## src/rtl/veririsc_pkg.sv

```systemverilog
// rtl/veririsc_pkg.sv - VeriRISC opcode/state encodings shared by controller, ALU and top
package veririsc_pkg;

  typedef enum logic [2:0] {
    HLT = 3'd0,
    SKZ = 3'd1,
    ADD = 3'd2,
    AND = 3'd3,
    XOR = 3'd4,
    LDA = 3'd5,
    STO = 3'd6,
    JMP = 3'd7
  } opcode_t;

  typedef enum logic [3:0] {
    INST_ADDR  = 4'd0,
    INST_FETCH = 4'd1,
    INST_LOAD  = 4'd2,
    IDLE       = 4'd3,
    OP_ADDR    = 4'd4,
    OP_FETCH   = 4'd5,
    ALU_OP     = 4'd6,
    STORE      = 4'd7,
    HALTED     = 4'd8
  } state_t;

  // Opcodes that read an operand from memory and write the accumulator
  function automatic logic is_aluop(opcode_t op);
    return (op == ADD) || (op == AND) || (op == XOR) || (op == LDA);
  endfunction

endpackage

```

## src/rtl/veririsc_controller.sv

```systemverilog
// rtl/veririsc_controller.sv - 8-phase VeriRISC instruction sequencer with sticky HALTED state
module veririsc_controller
  import veririsc_pkg::*;
(
  input  logic       clk,
  input  logic       rst,
  input  logic [2:0] opcode,
  input  logic       zero,
  output logic       mem_rd,
  output logic       mem_wr,
  output logic       load_ir,
  output logic       load_ac,
  output logic       inc_pc,
  output logic       load_pc,
  output logic       halt
);

  state_t  state;
  state_t  state_next;
  opcode_t op;
  logic    aluop;

  assign op    = opcode_t'(opcode);
  assign aluop = is_aluop(op);

  // State register; reset always returns to the start of a fetch
  always_ff @(posedge clk) begin
    if (rst) begin
      state <= INST_ADDR;
    end else begin
      state <= state_next;
    end
  end

  // Next-state and strobe decode; opcode is only looked at from OP_ADDR onward
  always_comb begin
    state_next = state;
    mem_rd     = 1'b0;
    mem_wr     = 1'b0;
    load_ir    = 1'b0;
    load_ac    = 1'b0;
    inc_pc     = 1'b0;
    load_pc    = 1'b0;
    halt       = 1'b0;

    case (state)
      INST_ADDR: begin
        state_next = INST_FETCH;
      end
      INST_FETCH: begin
        mem_rd     = 1'b1;
        state_next = INST_LOAD;
      end
      INST_LOAD: begin
        mem_rd     = 1'b1;
        load_ir    = 1'b1;
        state_next = IDLE;
      end
      IDLE: begin
        mem_rd     = 1'b1;
        load_ir    = 1'b1;
        state_next = OP_ADDR;
      end
      OP_ADDR: begin
        if (op == HLT) begin
          halt       = 1'b1;
          state_next = HALTED;
        end else begin
          inc_pc     = 1'b1;
          state_next = OP_FETCH;
        end
      end
      OP_FETCH: begin
        mem_rd     = aluop;
        state_next = ALU_OP;
      end
      ALU_OP: begin
        mem_rd     = aluop;
        load_ac    = aluop;
        inc_pc     = (op == SKZ) && zero;
        load_pc    = (op == JMP);
        state_next = STORE;
      end
      STORE: begin
        mem_rd     = aluop;
        load_ac    = aluop;
        load_pc    = (op == JMP);
        mem_wr     = (op == STO);
        state_next = INST_ADDR;
      end
      HALTED: begin
        halt       = 1'b1;
        state_next = HALTED;
      end
      default: begin
        state_next = INST_ADDR;
      end
    endcase

    // Reset masks every strobe so no write or load can slip out mid-reset
    if (rst) begin
      mem_rd  = 1'b0;
      mem_wr  = 1'b0;
      load_ir = 1'b0;
      load_ac = 1'b0;
      inc_pc  = 1'b0;
      load_pc = 1'b0;
      halt    = 1'b0;
    end
  end

endmodule

```

## config.mk

```make
export PLATFORM = sky130hd
export DESIGN_NAME = veririsc_controller
export DESIGN_NICKNAME = d
export VERILOG_FILES = /design/src/rtl/veririsc_pkg.sv /design/src/rtl/veririsc_controller.sv
export SDC_FILE = /design/constraint.sdc
export NUM_CORES = 1
export LEC_CHECK = 0
export CORE_AREA = 2 2 39 41
export CTS_CLUSTER_SIZE = 14
export DETAILED_ROUTE_END_ITERATION = 8
export DIE_AREA = 0 0 41 43
export REMOVE_ABC_BUFFERS = 1
export SLEW_MARGIN = 20
export SYNTH_ARGS = -nofsm -noshare
export SYNTH_HDL_FRONTEND = slang
export SYNTH_SLANG_ARGS = --single-unit
```

## constraint.sdc

```tcl
create_clock -name clk -period 2.5 [get_ports clk]
set_clock_uncertainty 0.15 [all_clocks]
set_input_delay 0.5 -clock clk [delete_from_list [all_inputs] [get_ports clk]]
set_output_delay 0.5 -clock clk [all_outputs]
set_load 0.01 [all_outputs]
```

==> metrics.md <==
| Metric | Value |
|---|---|
| Top cell type's share of synthesized area | about 28% |
| P per Cell Area | 422.5 nW/um^2 |
| M1 WL | 358 um |
| Hold crit path type | flop to flop |
| Initial antenna violation count | 0 |
| RSZ-0062 raised after global routing | false |
| Vias after detailed routing | 318 |
| EDFF count, synth | 0 |
| Layout cells sized above 1 | roughly a third |
| Post-route ant nets | 0 |
| DR pass1 iterations | 2 |
| Met2 routed WL | approximately 330 um |
| Sink Count | 4 |
| Non-Filler Instances | 69 |
| Chip width | around 40 um |
| Total chip power | 198.8 uW |
| Critical path class | primary input to output port |
| Post-DP HPWL | 512.2 um |
| Relative slew slack | 77.74% |
| Setup_tns | 0 ns |
| Clk root buf | clkbuf_4 |
| Biggest register | state |
| Final hold viol count | 0 |
| Gpl congestion | 0.7075 |
| Worst-skew pair later-pin latency | 0.23 ns |
| Setup crit start kind | primary input |
| Critical Path RT | 1.85 ns |
| Final WL | 740 um |
| Post-Synth XOR/XNOR Area | under 10% |
| Register area share after synthesis | around 28% |
| Top cells by area, synth | dfxtp_1, a2111oi_0, xnor2_1 |
| Clock transition at the registers of the reported paths | 0.03 ns |
| I/O pins | 13 |
| Period utilisation layout | 95.01% |
| Initial cell density of the core | 20.43% |
| Max FFs per register | 4 |
| Most common cell after layout, fill and taps aside | buf_4 |
| Fraction of the mapped netlist area in adder cells | 0% |
| Post-Place Cells | 66 |
| Post-CTS setup buffers | 0 |
| DRC viols | 0 |
| Mean Syn Cell Area | ~8.1 um^2 |
| Slew of the pin with the lowest slew margin | 0.3255 ns |
| WP data arrival | 1.73 ns |
| Synth Area in Simple Gates | 31.86% |
| Max incr delay on CP | between 0.4 and 0.5 ns |
| Synth Flop Type | dfxtp_1 |
| Grt total ovfl | 0 |
| Setup crit end kind | output port |
| Overall Global Routing Usage | a little under a tenth |
| Number of synthesized register bits | 4 |
| Complex-gate fraction of the synthesized area | 19.47% |
| LEAKAGE | 0.2131 nW |
| 1st-iter DRT viols | 7 |
| Row count | 14 |
| Area Growth Syn to Fin | 66.37% |
| Max_cap viols | 0 |
| Max-slew violations | 0 |
| Crit path cell chain | dlygate4sd2_1 > or2_1 > or4b_1 > a21oi_1 > buf_2 |
| Most frequent cells in the layout | buf_4, dlygate4sd2_1, dfxtp_1 |
| # diodes | 0 |
| Worst VDD drop | approximately 0.00014 V |
| CTS Hold Buffers Added | 0 |
| Pin count of the biggest net entering global routing | 9 |
| Post-route setup slack | 0.1248 ns |
| Origin of the critical flop-to-flop path | state[2] |
| Mapped Area | roughly 280 um^2 |
| TritonCTS Buffers | 3 |
| Post-DR wirelength/cell | 10.72 um |
| Clock tree buffer depth | 2 |
| DP Worst Slack | -0.5071 ns |
| IO Port Bufs | 12 |
| Vias in the first global route | 308 |
| Die height | approximately 43 um |
| Synthesized instance count | 35 |
| Area leader, netlist | dfxtp_1 |
| Area of the core | 1384 um^2 |
| Final setup fails | 0 |
| Cell with the largest stage delay on the worst path | or4b_1 |
| CTS tree | done |
| Max FO, Critical Path | 3 |
| Met3 WL | 52 um |
| Min Tclk post-route | around 2.4 ns |
| Critical path origin | rst |
| Largest family of logic cells by synthesized area | simple AND/OR/NAND/NOR gates |
| Multiplexer area fraction after synthesis | 3.540% |
| Synth unique cells | 21 |
| DR top layer | met3 |
| H-tree depth | 1 |
| Vias/cell | between 4 and 5 |
| Filler instances | 153 |
| Asr flop ratio synth | 0% |
| First-pass GRT wire length | roughly 1200 um |
| Nets | ~60 |
| Die area | 1763 um^2 |
| Highest clock rate | approximately 420 MHz |
| Yosys warning total | 0 |
| Status | complete, no violations |
| Hold_sp | state[2] |
| Regs by FF count | state: 4 flops |
==> final cells by class <==
class	instances	area, um^2	share of cell area [%]
clock buffers	3	22.52	4.787
flip-flops and latches	4	80.08	17.02
multi-input cells	25	185.2	39.36
repair buffers	19	155.1	32.98
well taps	16	20.02	4.255
inverters	2	7.507	1.596
==> per-stage QoR <==
step                      instance area (um^2)  hold slack [ns]  utilization, %
after global routing                     470.5           0.4340           34.00
after floorplan                          260.3           0.3836               -
after global placement                   452.9           0.4126           32.73
final                                    470.5           0.4099           34.00
after CTS                                462.9           0.4077           33.45
after detailed placement                 452.9           0.4135           32.73
==> worst max-delay path, delay by kind of cell <==
| kind | cells | cell delay (ns) |
|---|---|---|
| and+or+nand+nor | 2 | 0.71 |
| buffers and inverters | 2 | 0.40 |
| AOI/OAI and AO/OA | 1 | 0.12 |
==> routing by layer <==
metal  up-vias  GRT usage (%)
met5         -              0
met4         0          2.000
met3         0          3.141
met2        12          14.37
met1       142          12.78
li1        164              -
==> report_power, final <==
group	switching, mW	internal [mW]
clock network	0.0252	0.0536
logic	0.0210	0.0241
registers	0.00658	0.0681
total	0.0529	0.146
==> what timing repair did <==
action,CTS,global route
resized for setup,14,11
setup endpoints to repair,7,4
pin swaps,2,3
gates cloned,0,0
==> cell usage after synthesis, types with 2 or more instances <==
library cell,count
dfxtp_1,4
nor3_1,3
a211oi_1,2
xnor2_1,2
clkbuf_1,3
a2111oi_0,2
inv_1,2
nand2_1,2
nor2_1,3
==> path summary, 6_finish.rpt <==
check	endpoint	slack, ns	depth (start not counted)
hold reg to reg	state[0]	0.41	1
hold / removal	state[0]	0.41	1
setup reg to reg	state[3]	1.29	2
setup / recovery	inc_pc	0.12	5
==> cell families (layout without fill, tap and decap cells) <==
family                    count (synthesis)  count (layout)
and+or+nand+nor                          15              15
muxes                                     1               1
DFF                                       4               4
xor gates and xnor gates                  2               2
AOI/OAI and AO/OA                         7               7
buffers and inverters                     6              24
No activity file was read; power rests on OpenSTA's default activity.
